===== config.mk =====
export PLATFORM = sky130hd
export DESIGN_NAME = yk_adc_sampler
export DESIGN_NICKNAME = d
export VERILOG_FILES = /design/src/rtl/yk_adc_sampler.sv
export SDC_FILE = /design/constraint.sdc
export NUM_CORES = 1
export LEC_CHECK = 0
export ABC_AREA = 0
export BUFFER_PORTS_ARGS = -buffer_cell sky130_fd_sc_hd__buf_2
export CAP_MARGIN = 20
export CORE_UTILIZATION = 52
export CTS_CLUSTER_SIZE = 24
export DETAILED_ROUTE_END_ITERATION = 7
export PLACE_DENSITY = 0.72
export REMOVE_ABC_BUFFERS = 1
export SYNTH_ARGS = -nofsm -noshare
export SYNTH_HDL_FRONTEND = slang
export SYNTH_SLANG_ARGS = --single-unit

===== constraint.sdc =====
create_clock -name clk -period 1.65 [get_ports clk]
set_input_delay 0.33 -clock clk [delete_from_list [all_inputs] [get_ports clk]]
set_output_delay 0.33 -clock clk [all_outputs]
set_load 0.02 [all_outputs]

===== src/rtl/yk_adc_sampler.sv =====
// Periodic 8-bit serial ADC reader producing signed yk = code - OFFSET for the servo error stage.
// Latency tick->compute is 34*CLK_DIV+1 clk; a tick during a frame is dropped and flagged in overrun.
module yk_adc_sampler #(
    parameter int CLK_DIV       = 4,
    parameter int SAMPLE_PERIOD = 1000,
    parameter int LEAD_BITS     = 3,
    parameter int OFFSET        = 128
) (
    input  logic              clk,
    input  logic              rst,
    input  logic              en,
    input  logic              clr_ovr,
    input  logic              adc_sdata,
    output logic              adc_cs_n,
    output logic              adc_sclk,
    output logic signed [8:0] yk,
    output logic              compute,
    output logic              busy,
    output logic              overrun
);

    localparam int TW = (SAMPLE_PERIOD > 1) ? $clog2(SAMPLE_PERIOD) : 1;
    localparam int DW = (CLK_DIV > 1) ? $clog2(CLK_DIV) : 1;
    localparam logic [TW-1:0] TICK_LAST  = TW'(SAMPLE_PERIOD - 1);
    localparam logic [DW-1:0] DIV_LAST   = DW'(CLK_DIV - 1);
    localparam logic [4:0]    LEAD_FIRST = 5'(LEAD_BITS);
    localparam logic [8:0]    OFF9       = 9'(OFFSET);

    typedef enum logic [2:0] {IDLE, SETUP, SHIFT, HOLD, DONE} state_t;

    state_t          state;
    logic [TW-1:0]   tick_cnt;
    logic [DW-1:0]   div_cnt;
    logic [3:0]      bit_idx;
    logic [7:0]      code;
    logic            tick;
    logic            div_last;
    logic [4:0]      rel_idx;
    logic            in_window;

    assign tick     = en && (tick_cnt == TICK_LAST);
    assign div_last = (div_cnt == DIV_LAST);
    // Frame bits before LEAD_BITS wrap to large values, so one compare selects the data window.
    assign rel_idx   = {1'b0, bit_idx} - LEAD_FIRST;
    assign in_window = (rel_idx < 5'd8);

    always_ff @(posedge clk or negedge rst) begin
        if (!rst) begin
            tick_cnt <= '0;
        end else if (!en || tick) begin
            tick_cnt <= '0;
        end else begin
            tick_cnt <= tick_cnt + 1'b1;
        end
    end

    always_ff @(posedge clk or negedge rst) begin
        if (!rst) begin
            state    <= IDLE;
            adc_cs_n <= 1'b1;
            adc_sclk <= 1'b1;
            yk       <= '0;
            compute  <= 1'b0;
            busy     <= 1'b0;
            div_cnt  <= '0;
            bit_idx  <= '0;
            code     <= '0;
        end else begin
            compute <= 1'b0;
            case (state)
                IDLE: begin
                    if (tick) begin
                        state    <= SETUP;
                        adc_cs_n <= 1'b0;
                        busy     <= 1'b1;
                        div_cnt  <= '0;
                    end
                end
                SETUP: begin
                    if (div_last) begin
                        state    <= SHIFT;
                        adc_sclk <= 1'b0;
                        div_cnt  <= '0;
                        bit_idx  <= '0;
                    end else begin
                        div_cnt <= div_cnt + 1'b1;
                    end
                end
                SHIFT: begin
                    if (!div_last) begin
                        div_cnt <= div_cnt + 1'b1;
                    end else begin
                        div_cnt <= '0;
                        if (!adc_sclk) begin
                            // Data is captured on the same edge that raises sclk.
                            adc_sclk <= 1'b1;
                            if (in_window) begin
                                code <= {code[6:0], adc_sdata};
                            end
                        end else if (bit_idx == 4'd15) begin
                            state <= HOLD;
                        end else begin
                            adc_sclk <= 1'b0;
                            bit_idx  <= bit_idx + 1'b1;
                        end
                    end
                end
                HOLD: begin
                    if (div_last) begin
                        state    <= DONE;
                        adc_cs_n <= 1'b1;
                        busy     <= 1'b0;
                        compute  <= 1'b1;
                        yk       <= $signed({1'b0, code} - OFF9);
                        div_cnt  <= '0;
                    end else begin
                        div_cnt <= div_cnt + 1'b1;
                    end
                end
                DONE: begin
                    state <= IDLE;
                end
                default: begin
                    state <= IDLE;
                end
            endcase
        end
    end

    always_ff @(posedge clk or negedge rst) begin
        if (!rst) begin
            overrun <= 1'b0;
        end else if (tick && (state != IDLE)) begin
            overrun <= 1'b1;
        end else if (clr_ovr) begin
            overrun <= 1'b0;
        end
    end

endmodule


# After elaboration in Yosys (flattened, before gate mapping)
# Index checks and enable logic that the tools add are counted.
# word_totals
output_inout_bits	14
inputBits	5
register_bits	41
wordCells	79
# classes
n_mux	30
n_addsub	5
eq_ne	13
bitwise_logic	1
order_cmp	1
reduce_logical	18
# ops
cell	count
2-to-1 mux 3 bit	6
2-to-1 mux 4 bit	4
inequality test 2 bit, second input constant	7
one-hot mux 3 bit (4 select lines)	1
2-to-1 mux 1 bit	11
adder 10 x 1 -> 10 bit, second input constant	1
equality test 10 bit, second input constant	1
2-to-1 mux 10 bit	1
subtractor 8 x 8 -> 9 bit, second input constant	1
one-hot mux 4 bit (2 select lines)	1
nonzero test 2 bit	4
equality test 3 x 2 -> 1 bit, second input constant	2
one-hot mux 1 bit (2 select lines)	3
AND reduction 3 bit	2
AND reduction 6 bit	1
less-than comparator 5 x 4 -> 1 bit, second input constant	1
AND reduction 5 bit	1
subtractor 4 x 2 -> 5 bit, second input constant	1
adder 4 x 1 -> 4 bit, second input constant	1
equality test 4 bit, second input constant	1
2-to-1 mux 2 bit	2
one-hot mux 2 bit (2 select lines)	1
AND reduction 2 bit	2
AND reduction 4 bit	1
other kinds (10)	11

# Depth between registers and ports, before layout
# Gate-level depths: netlist (run 1).
# logic_depth
depth_word	5
depth_mapped	6

# Worst setup path before layout (run 1)
# OpenSTA, ideal clock, no wires.
# synth_path
path_type	register to register
from	register state[1]
to	register code[0]
t_arrival_ns	1.662
stages_incl_launch_ff	6
period_less_slack_ns	1.787
path_slack_ns	-0.137
setup_ns	0.125
t_required_ns	1.525
cell_sequence	dfrtp_1 > buf_6 > inv_2 > or3_4 > nor4b_4 > mux2_2
# synth_via
elab_chain_cells	2
# synth_lines
item	line	rtl
from (decl)	31	state_t state;
from (signal assigned)	59	state <= IDLE;
from (signal assigned)	73	state <= SETUP;
from (signal assigned)	81	state <= SHIFT;
equality test 3 x 2 -> 1 bit	70	case (state)
AND reduction 4 bit (no source line)	-	
to (signal assigned)	98	code <= {code[6:0], adc_sdata};
to (decl)	35	logic [7:0] code;
# No other way between the ends.
# A chain may end at the register's enable or synchronous reset.

# Final worst setup path (run 1)
# layout_path
from	register state[1]
to	register code[5]
# Same word-level chain as after synthesis.

==> impl_metrics.env, run 1 <==
export IMPL_status="finished with violations"
export IMPL_violations="setup timing"
export IMPL_synth_xor_area_share_pct=4.33
export IMPL_grt_max_degree=41
export IMPL_cp_required_ns=1.89
export IMPL_reg2reg_depth=5
export IMPL_die_h_microns=61.2
export IMPL_cp_start_kind="flip-flop"
export IMPL_post_route_drc_count=0
export IMPL_critPathMaxStageDelay_ns=0.39
export IMPL_nets=221
export IMPL_synth_simple_area_share_pct=21.7
export IMPL_cts_tree="built"
export IMPL_cp_slowest_cell="dfrtp_1"
export IMPL_syn_to_final_growth_pct=24.3
export IMPL_path_clk_slew_ns=0.12
export IMPL_synth_warnings=0
export IMPL_cts_sinks=40
export IMPL_synth_edff_count=0
export IMPL_grt_use_total_pct=22.8
export IMPL_power_density_nw_per_um2=785
export IMPL_slew_violations=0
export IMPL_fillers=272
export IMPL_synth_cell_types=40
export IMPL_max_cap_violations=0
export IMPL_hold_class="input pin to asynchronous set/reset pin"
export IMPL_avgSynthCellArea_sq_um=10.5
export IMPL_drt_total_wl_microns=3760
export IMPL_ant_nets=0
export IMPL_regArea_sq_um=1000
export IMPL_die_w_microns=61.2
export IMPL_fin_crit_sh_pct=104
export IMPL_drt_iter0_drc=94
export IMPL_synth_async_reset_ratio_pct=100
export IMPL_syn_instance_count=174
export IMPL_grt_antenna_before_repair=0
export IMPL_synthAdderAreaFrac_pct=2.06
export IMPL_vdd_ir_drop_max_v=0.000504
export IMPL_r2r_end="code[5]"
export IMPL_drt_pre_antenna_iters=4
export IMPL_root_buffer="clkbuf_4"
export IMPL_ys_seq_area_share_pct=55.2
export IMPL_rsz0062_at_grt="true"
export IMPL_crit_arrival_ns=1.96
export IMPL_fmax_ghz=0.581
export IMPL_final_cell_area_sq_um=2260
export IMPL_die_area_sq_um=3740
export IMPL_place_congestion=0.835
export IMPL_period_minus_slack_ns=1.72
export IMPL_rows=21
export IMPL_grt_pass1_vias=1429
export IMPL_htreeDepth=2
export IMPL_holdWs_ns=0.0173
export IMPL_synth_top_family_by_area="simple AND/OR/NAND/NOR gates"
export IMPL_core_area_sq_um=3340
export IMPL_vias_per_cell=5.48
export IMPL_fin_skew_ns=0.00721
export IMPL_io_pins=19
export IMPL_vias=1424
export IMPL_hold_viol_final=0
export IMPL_path_buf_inv=2
export IMPL_critical_path_class="flip-flop to flip-flop"
export IMPL_clkLatencyLatePin_ns=0.35
export IMPL_tightest_slew_ns=0.496
export IMPL_dpl_cell_area_sq_um=2050
export IMPL_hold_buffers=0
export IMPL_synth_seq_cells=40
export IMPL_cpLargestDelayFamily="simple AND/OR/NAND/NOR gates"
export IMPL_r2r_start="state[1]"
export IMPL_clock_path_buffers=2
export IMPL_synth_area_sq_um=1820
export IMPL_drive_gt1_share_pct=31.3
export IMPL_cp_end_kind="flip-flop"
export IMPL_setup_ws_ns=-0.0713
export IMPL_routedWlPerCell_microns=14.4
export IMPL_rrSetupSlack_ns=-0.07
export IMPL_gr_total_overflow=0
export IMPL_numCtsBuffers=5
export IMPL_setup_violations=8
export IMPL_max_slew_margin_pct=66.9
export IMPL_diodes=0
export IMPL_path_cells="inv_2, or3_4, nor4b_4, buf_6, mux2_4"
export IMPL_start_util_pct=54.5
export IMPL_synth_ff_type="dfrtp_1"
export IMPL_multiInputGateArea_sq_um=842
export IMPL_dp_hpwl_microns=2590
export IMPL_muxShareOfSynthArea_pct=6.12
export IMPL_grt_pass1_wl_microns=6090
export IMPL_p_leak_uw=0.00110
export IMPL_io_buffer_count=18
export IMPL_crit_fanout=8
export IMPL_synth_compound_area_share_pct=7.57
## power by group
group	internal, uW	switching [uW]	leakage (uW)	total (uW)
sequential	990	10.0	0.000527	1000
clock	402	317	0.0000515	719
combinational	23.1	33.5	0.000523	56.6
total	1420	360	0.00110	1780
## kinds of logic (layout without fill, tap and decap cells)
group	after synthesis	after routing
simple gates	79	79
flops	40	40
compound gates	21	21
buf+inv	12	52
mux	10	10
xor+xnor	9	9
fa+ha+maj	3	3
## timing repair
item                       in CTS  in global routing
buffers inserted                1                  3
resized for setup              14                  6
pin swaps                       4                  2
setup endpoints to repair      10                 13
## metrics by stage
| step | worst slack (ns) | total power, uW | utilization (%) | cells | TNS, ns |
|---|---|---|---|---|---|
| finish | -0.0713 | 1780 | 67.8 | 260 | -0.484 |
| global route | -0.0991 | 1850 | 67.8 | 260 | -0.744 |
| CTS | -0.0576 | 1800 | 66.4 | 257 | -0.491 |
| detailed placement | -0.133 | 1070 | 61.4 | 248 | -1.05 |
| global placement | -0.00940 | 1070 | 61.4 | 248 | -0.0665 |
| floorplan | -0.172 | 1030 | - | 169 | -1.39 |
## sequential cells by signal, indices dropped and copies added, names as in the netlist
name	flops
overrun	1
tick_cnt	10
state	3
compute	1
code	8
adc_cs_n	1
div_cnt	2
bit_idx	4
busy	1
yk	8
adc_sclk	1
## cell type report
type	instances	share of cell area [%]
sequential	40	44.4
multi-input combinational	122	37.2
timing repair buffer	37	10.5
clock buffer	7	2.88
tap	46	2.55
clock inverter	1	1.33
inverter	7	1.16
## synth_stat cells (2+ instances only)
master	number	share of area (%)
nand2_1	32	6.6
dfrtp_1	38	52
a2bb2oi_1	2	0.96
inv_1	5	1.0
nand4_1	3	1.0
ha_1	3	2.1
nor2_1	17	3.5
nand3_1	6	1.7
mux2_2	9	5.6
nor3_1	4	1.1
nor2b_1	2	0.69
o22ai_1	2	0.69
a21oi_1	3	0.83
dfstp_2	2	2.9
xnor2_1	6	2.9
and3_1	2	0.69
nor3b_1	2	0.83
nor4_1	2	0.69
a21o_1	2	0.83
xor2_1	3	1.4
nand2b_1	2	0.69
o21ai_0	7	1.9
clkbuf_1	3	0.62
## how the worst max path moves through the flow
stage / start / endpoint / cells after the start
2_1_floorplan: state[1] / code[0] / 4
3_3_place_gp: bit_idx[0] / code[0] / 6
3_5_place_dp: bit_idx[1] / code[6] / 6
4_1_cts: bit_idx[1] / code[2] / 6
5_1_grt: state[1] / code[5] / 5
6_report: state[1] / code[5] / 5
## layout by cell type, fill, tap and decap left out, drive strengths merged
master and n:
and3 2, nor3 4, nand3 6, bufinv 1, nor4b 1, nand3b 1, ha 3, a41oi 1
nand4 3, dfrtp 38, nor4 2, o21ai 7, mux2 9, and2b 1, nor4bb 1, a21oi 3
or3 1, dfstp 2, a2bb2oi 2, nor2 17, clkinv 1, a31oi 1, nand2b 2, xor2 3
a21o 2, buf 37, nor3b 2, mux2i 1, inv 6, a32o 1, nand2 32, o221ai 1
a221oi 1, nor2b 2, o22ai 2, and2 1, clkbuf 7, and4 1, xnor2 6
## per-layer routing
metal  routed length, microns  GRT usage [%]  part of all wire (%)
met5                        0              0                     0
met4                       95           12.0                   2.5
met3                      138           6.09                   3.7
met1                     1540           26.3                    41
met2                     1990           39.0                    53
(Power assumes the default switching activity.)
==> inputs of run 2 (changes only) <==
--- a/config.mk
+++ b/config.mk
@@ -8,10 +8,11 @@
 export ABC_AREA = 0
 export BUFFER_PORTS_ARGS = -buffer_cell sky130_fd_sc_hd__buf_2
 export CAP_MARGIN = 20
-export CORE_UTILIZATION = 52
+export CORE_UTILIZATION = 45
 export CTS_CLUSTER_SIZE = 24
 export DETAILED_ROUTE_END_ITERATION = 7
-export PLACE_DENSITY = 0.72
+export HOLD_SLACK_MARGIN = 0.12
+export PLACE_DENSITY = 0.63
 export REMOVE_ABC_BUFFERS = 1
 export SYNTH_ARGS = -nofsm -noshare
 export SYNTH_HDL_FRONTEND = slang
==> run 2 against run 1 <==
  * The flow still finishes with violations (setup timing)
  * Routed wire length about the same
  * Sequential power is essentially flat
  * Setup slack improved by 0.040 ns
==> impl_metrics.env, run 2 (synthesis results as in run 1) <==
export IMPL_start_util_pct=48.2
export IMPL_hold_depth=2
export IMPL_numCtsBuffers=5
export IMPL_power_density_nw_per_um2=770
export IMPL_violations="setup timing"
export IMPL_syn_to_final_growth_pct=25.1
export IMPL_reg_top3="tick_cnt: 10 flops, code: 8 flops, yk: 8 flops"
export IMPL_nets=221
export IMPL_cts_tree="built"
export IMPL_clock_path_buffers=2
export IMPL_tightest_slew_ns=0.418
export IMPL_hold_viol_final=0
export IMPL_die_area_sq_um=4300
export IMPL_die_h_microns=65.6
export IMPL_clkLatencyLatePin_ns=0.29
export IMPL_r2r_start="bit_idx[0]"
export IMPL_crit_arrival_ns=1.87
export IMPL_diodes=0
export IMPL_status="finished with violations"
export IMPL_cp_required_ns=1.83
export IMPL_dp_hpwl_microns=2640
export IMPL_path_cells="ha_4, a31oi_4, a2bb2oi_2, nor4b_4, buf_6, mux2_4"
export IMPL_vias_per_cell=5.24
export IMPL_worst_hold_startpoint="clr_ovr"
export IMPL_rrSetupSlack_ns=-0.03
export IMPL_grt_pass1_wl_microns=6230
export IMPL_fmax_ghz=0.595
export IMPL_reg2reg_depth=6
export IMPL_post_route_drc_count=0
export IMPL_vias=1373
export IMPL_setup_ws_ns=-0.0311
export IMPL_drive_gt1_share_pct=31.8
export IMPL_grt_pass1_vias=1427
export IMPL_drt_pre_antenna_iters=4
export IMPL_vdd_ir_drop_max_v=0.000559
export IMPL_layout_cells_most_common="dfrtp_1"
export IMPL_r2r_end="code[7]"
export IMPL_cp_end_kind="flip-flop"
export IMPL_place_congestion=0.884
export IMPL_utilization_pct=60.4
export IMPL_cp_start_kind="flip-flop"
export IMPL_io_pins=19
export IMPL_grt_max_degree=20
export IMPL_mostFrequentLayoutCells="dfrtp_1 (38), nand2_1 (31), buf_2 (18)"
export IMPL_gr_total_overflow=0
export IMPL_slew_violations=0
export IMPL_htreeDepth=2
export IMPL_top_register="tick_cnt"
export IMPL_max_cap_violations=0
export IMPL_setup_tns_ns=-0.206
export IMPL_cts_sinks=40
export IMPL_min_to="overrun"
export IMPL_routedWlPerCell_microns=14.3
export IMPL_cp_slowest_cell="dfrtp_1"
export IMPL_crit_fanout=8
export IMPL_path_clk_slew_ns=0.08
export IMPL_largest_reg_flops=10
export IMPL_grt_antenna_before_repair=0
export IMPL_io_buffer_count=18
export IMPL_critical_path_class="flip-flop to flip-flop"
export IMPL_rsz0062_at_grt="true"
export IMPL_hold_class="input pin to flip-flop"
export IMPL_p_leak_uw=0.00109
export IMPL_drt_iter0_drc=82
export IMPL_drt_total_wl_microns=3760
export IMPL_max_slew_margin_pct=72.1
export IMPL_core_area_sq_um=3770
export IMPL_fin_skew_ns=0.00438
export IMPL_grt_use_total_pct=19.6
export IMPL_rows=22
export IMPL_root_buffer="clkbuf_8"
export IMPL_ant_nets=0
export IMPL_die_w_microns=65.6
export IMPL_fin_crit_sh_pct=102
export IMPL_period_minus_slack_ns=1.68
export IMPL_setup_violations=8
export IMPL_critPathMaxStageDelay_ns=0.40
[run 2: changes by cell type in the layout (fill, tap and decap cells not counted)]
cell           before  now
and4_1              1    0
and4_4              0    1
buf_4              18   17
bufinv_16           1    0
clkbuf_4            5    0
clkbuf_8            2    6
clkinvlp_4          0    2
dlygate4sd3_1       0    1
nor3_1              3    2
nor3_2              1    2
[run 2: cell type report]
class                           instances  area, sq um
Sequential cell                        40         1000
Fill cell                             312         1500
Clock buffer                            6         82.6
Timing Repair Buffer                   37          239
Inverter                                7         26.3
Tap cell                               48         60.1
Multi-Input combinational cell        122          850
Clock inverter                          2         15.0
[run 2: critical path: cells and delay by family, from the launching register on]
| family | cells | cell delay (ns) |
|---|---|---|
| and+or+nand+nor | 1 | 0.26 |
| buffers and inverters | 1 | 0.19 |
| adders and majority gates | 1 | 0.18 |
| AOI/OAI and AO/OA | 2 | 0.23 |
| DFF | 1 | 0.40 |
| muxes | 1 | 0.31 |
[run 2: how the worst max path moves through the flow]
stage          endpoint       start  slack [ns]  depth (start not counted)
4_1_cts         code[2]    state[2]       -0.03                          4
3_3_place_gp    code[0]  bit_idx[0]       0.003                          6
5_1_grt         code[1]  bit_idx[0]       -0.07                          6
6_report        code[7]  bit_idx[0]       -0.03                          6
2_1_floorplan   code[0]    state[1]       -0.17                          4
3_5_place_dp    code[7]  bit_idx[0]       -0.04                          6
[run 2: per-layer routing]
layer / vias up / share of wire [%] / global-route usage [%] / wire, microns
met1: 673 / 44 / 23.1 / 1660
met2: 26 / 51 / 33.2 / 1920
met4: 0 / 1.9 / 9.24 / 72
li1: 666 / - / - / -
met3: 8 / 2.9 / 5.03 / 108
met5: - / 0 / 0 / 0
[run 2: power by group]
part	total (uW)	switching (uW)	internal (uW)
registers	999	10.2	989
logic	60.8	34.6	26.2
clock network	692	353	338
[run 2: timing repair]
| action | CTS | global route |
|---|---|---|
| setup buffers | 1 | 1 |
| hold buffers | 1 | 0 |
| pin swaps | 3 | 7 |
| resized for setup | 9 | 13 |
| setup endpoints to repair | 11 | 13 |
| endpoints found under the hold margin | 15 | 0 |
[run 2: metrics by stage]
step                instances  cell area [sq um]  hold WS (ns)  setup slack [ns]  power (uW)
floorplan                 169               1790        0.0344            -0.172        1030
global placement          251               2060         0.281           0.00307        1070
detailed placement        251               2060         0.289           -0.0441        1070
CTS                       261               2210         0.212           -0.0277        1770
global route              262               2280         0.212           -0.0676        1820
finish                    262               2280         0.221           -0.0311        1750
==> inputs of run 3 (changes only) <==
--- a/config.mk
+++ b/config.mk
@@ -5,7 +5,7 @@
 export SDC_FILE = /design/constraint.sdc
 export NUM_CORES = 1
 export LEC_CHECK = 0
-export ABC_AREA = 0
+export ABC_AREA = 1
 export BUFFER_PORTS_ARGS = -buffer_cell sky130_fd_sc_hd__buf_2
 export CAP_MARGIN = 20
 export CORE_UTILIZATION = 45
==> run 3 against run 2 <==
  * The run now ends clean
  * Global-route usage fell by 1.8 points
  * Synthesized cell count rose by 12%
  * Critical endpoint is now code[0]
  * Total power fell by 6.8%
  * Sequential share of layout area rose by 5.4 points
  * Flip-flop and latch count did not move
  * Critical path type unchanged
  * Fmax rose by 8.0%
==> impl_metrics.env, run 3 <==
export IMPL_yosysMostFrequentCell="nand2_1"
export IMPL_drt_total_wl_microns=3110
export IMPL_path_clk_slew_ns=0.07
export IMPL_root_buffer="clkbuf_8"
export IMPL_htreeDepth=2
export IMPL_worst_hold_startpoint="clr_ovr"
export IMPL_max_slew_margin_pct=68.0
export IMPL_tightest_slew_ns=0.480
export IMPL_slew_violations=0
export IMPL_multiInputGateArea_sq_um=681
export IMPL_seqPwrFrac_pct=60.7
export IMPL_cp_end_kind="flip-flop"
export IMPL_synth_ff_type="dfrtp_1"
export IMPL_regArea_sq_um=1000
export IMPL_fin_skew_ns=0.00301
export IMPL_mostFrequentLayoutCells="nand2_1 (44), dfrtp_1 (38), inv_1 (24)"
export IMPL_fmax_ghz=0.643
export IMPL_hold_class="input pin to flip-flop"
export IMPL_grt_busiest_layer="met2"
export IMPL_syn_to_final_growth_pct=13.4
export IMPL_routedWlPerCell_microns=11.6
export IMPL_vdd_ir_drop_max_v=0.000405
export IMPL_max_cap_violations=0
export IMPL_status="finished, final reports clean"
export IMPL_clkLatencyLatePin_ns=0.29
export IMPL_rsz0062_at_grt="false"
export IMPL_clock_path_buffers=2
export IMPL_gr_usage_met2_pct=30.3
export IMPL_drt_iter0_drc=74
export IMPL_die_area_sq_um=4230
export IMPL_drive_gt1_share_pct=19.5
export IMPL_gr_total_overflow=0
export IMPL_cp_start_kind="flip-flop"
export IMPL_cp_required_ns=1.83
export IMPL_post_route_drc_count=0
export IMPL_r2r_end="code[0]"
export IMPL_fin_crit_sh_pct=94.3
export IMPL_postCtsSetupBuffers=0
export IMPL_synth_edff_count=0
export IMPL_met1_usage_pct=19.3
export IMPL_reg_top3="tick_cnt: 10 flops, code: 8 flops, yk: 8 flops"
export IMPL_synth_warnings=0
export IMPL_p_clk_share_pct=36.7
export IMPL_place_congestion=0.752
export IMPL_grt_pass1_wl_microns=5500
export IMPL_combinationalPowerShare_pct=2.6
export IMPL_p_leak_uw=0.000981
export IMPL_p_total_uw=1630
export IMPL_syn_instance_count=195
export IMPL_period_minus_slack_ns=1.56
export IMPL_synth_cell_types=27
export IMPL_rrSetupSlack_ns=0.09
export IMPL_rows=22
export IMPL_setup_violations=0
export IMPL_p_switching_uw=346
export IMPL_setup_tns_ns=0
export IMPL_diodes=0
export IMPL_ant_nets=0
export IMPL_cts_sinks=40
export IMPL_power_density_nw_per_um2=806
export IMPL_r2r_start="bit_idx[0]"
export IMPL_p_sw_share_pct=21.2
export IMPL_die_w_microns=65.0
export IMPL_largest_reg_flops=10
export IMPL_grtUsageMet3_pct=6.34
export IMPL_min_to="overrun"
export IMPL_reg2reg_depth=6
export IMPL_synth_async_reset_ratio_pct=100
export IMPL_synth_top_area_share_pct=53.2
export IMPL_synth_seq_cells=40
export IMPL_grt_max_degree=41
export IMPL_synth_area_leaders="dfrtp_1 (53%), nand2_1 (9.5%), o21ai_0 (5.3%)"
export IMPL_crit_fanout=16
export IMPL_critical_path_class="flip-flop to flip-flop"
export IMPL_drt_pre_antenna_iters=4
export IMPL_io_pins=19
export IMPL_holdWs_ns=0.229
export IMPL_grt_pass1_vias=1285
export IMPL_ys_seq_area_share_pct=56.2
export IMPL_layout_cells_most_common="nand2_1"
export IMPL_synth_common_cells="nand2_1 (45), dfrtp_1 (38), inv_1 (24)"
export IMPL_dp_hpwl_microns=2210
export IMPL_cts_tree="built"
export IMPL_crit_arrival_ns=1.74
export IMPL_die_h_microns=65.0
export IMPL_hold_depth=2
export IMPL_synth_largest_area_cell="dfrtp_1"
export IMPL_core_area_sq_um=3740
export IMPL_fillers=359
export IMPL_vias=1344
export IMPL_vias_per_cell=5.01
export IMPL_start_util_pct=47.7
export IMPL_numCtsBuffers=5
export IMPL_top_register="tick_cnt"
export IMPL_avgSynthCellArea_sq_um=9.16
export IMPL_io_buffer_count=18
export IMPL_hold_viol_final=0
export IMPL_grt_antenna_before_repair=0
export IMPL_p_int_uw=1290
export IMPL_synth_area_sq_um=1790
export IMPL_grt_use_total_pct=17.8
export IMPL_nets=228
run 3: cell types whose count changed in the layout (fill, tap and decap cells not counted), sizes merged, moves of 4 or more:
cell,before,now
mux2,9,0
nand2,32,46
nand3,6,11
a21oi,3,7
xnor2,6,0
inv,6,24
buf,36,20
o21ai,7,26
run 3: power groups by stage:
stage          clock network, uW  logic, uW  registers (uW)
2_1_floorplan                  0       13.5            1010
3_3_place_gp                   0       40.5            1010
3_5_place_dp                   0       42.9            1010
4_1_cts                      634       44.9             991
5_1_grt                      676       51.6             992
6_report                     599       42.3             992
run 3: area by class of cell:
type | count | share of cell area [%]
Clock buffer | 6 | 3.58
Clock inverter | 1 | 0.247
Inverter | 24 | 4.44
Multi-Input combinational cell | 128 | 33.6
Sequential cell | 40 | 49.5
Tap cell | 48 | 2.96
Timing Repair Buffer | 21 | 5.68
run 3: metrics by stage:
| stage | setup slack [ns] | util, % | instance area, sq um | cells |
|---|---|---|---|---|
| after floorplan | 0.229 | - | 1760 | 192 |
| after global placement | 0.0901 | 51.5 | 1930 | 260 |
| after detailed placement | 0.0363 | 51.5 | 1930 | 260 |
| after CTS | 0.0226 | 53.9 | 2020 | 268 |
| after global routing | 0.000514 | 54.1 | 2030 | 268 |
| final | 0.0937 | 54.1 | 2030 | 268 |
run 3: cells by family (layout without fill, tap and decap cells):
kind of cell	Yosys count	after routing	share of synthesized area, %
AND/OR/NAND/NOR	88	88	22.8
AO/OA/AOI/OAI	35	35	11.7
adder cells (fa/ha/maj)	3	3	2.10
XOR/XNOR	2	2	0.981
flip-flops	40	40	56.2
buffers and inverters	27	52	6.30
run 3: worst max-delay path, stage by stage, from the launching register on:
cell,delay (ns)
dfrtp_1,0.40
ha_1,0.21
nor2_1,0.07
o21ai_0,0.29
nand3_4,0.25
nor2_1,0.18
a21oi_2,0.04
run 3: worst max path at each step:
stage	slack [ns]	from	to	depth (start not counted)
2_1_floorplan	0.23	bit_idx[0]	code[0]	6
3_3_place_gp	0.09	div_cnt[0]	code[0]	6
3_5_place_dp	0.04	bit_idx[0]	code[4]	6
4_1_cts	0.02	div_cnt[0]	code[4]	6
5_1_grt	0.0005	bit_idx[0]	code[0]	6
6_report	0.09	bit_idx[0]	code[0]	6
run 3: layer usage:
| metal | vias up | wire (microns) |
|---|---|---|
| met1 | 642 | 1430 |
| met4 | 0 | 51 |
| met5 | - | 0 |
| li1 | 679 | - |
| met2 | 18 | 1510 |
| met3 | 5 | 118 |
run 3: what timing repair did:
item / CTS / global route
hold buffers: 1 / 0
endpoints found under the setup margin: 0 / 10
endpoints found under the hold margin: 38 / 0
gates resized for setup: 0 / 2
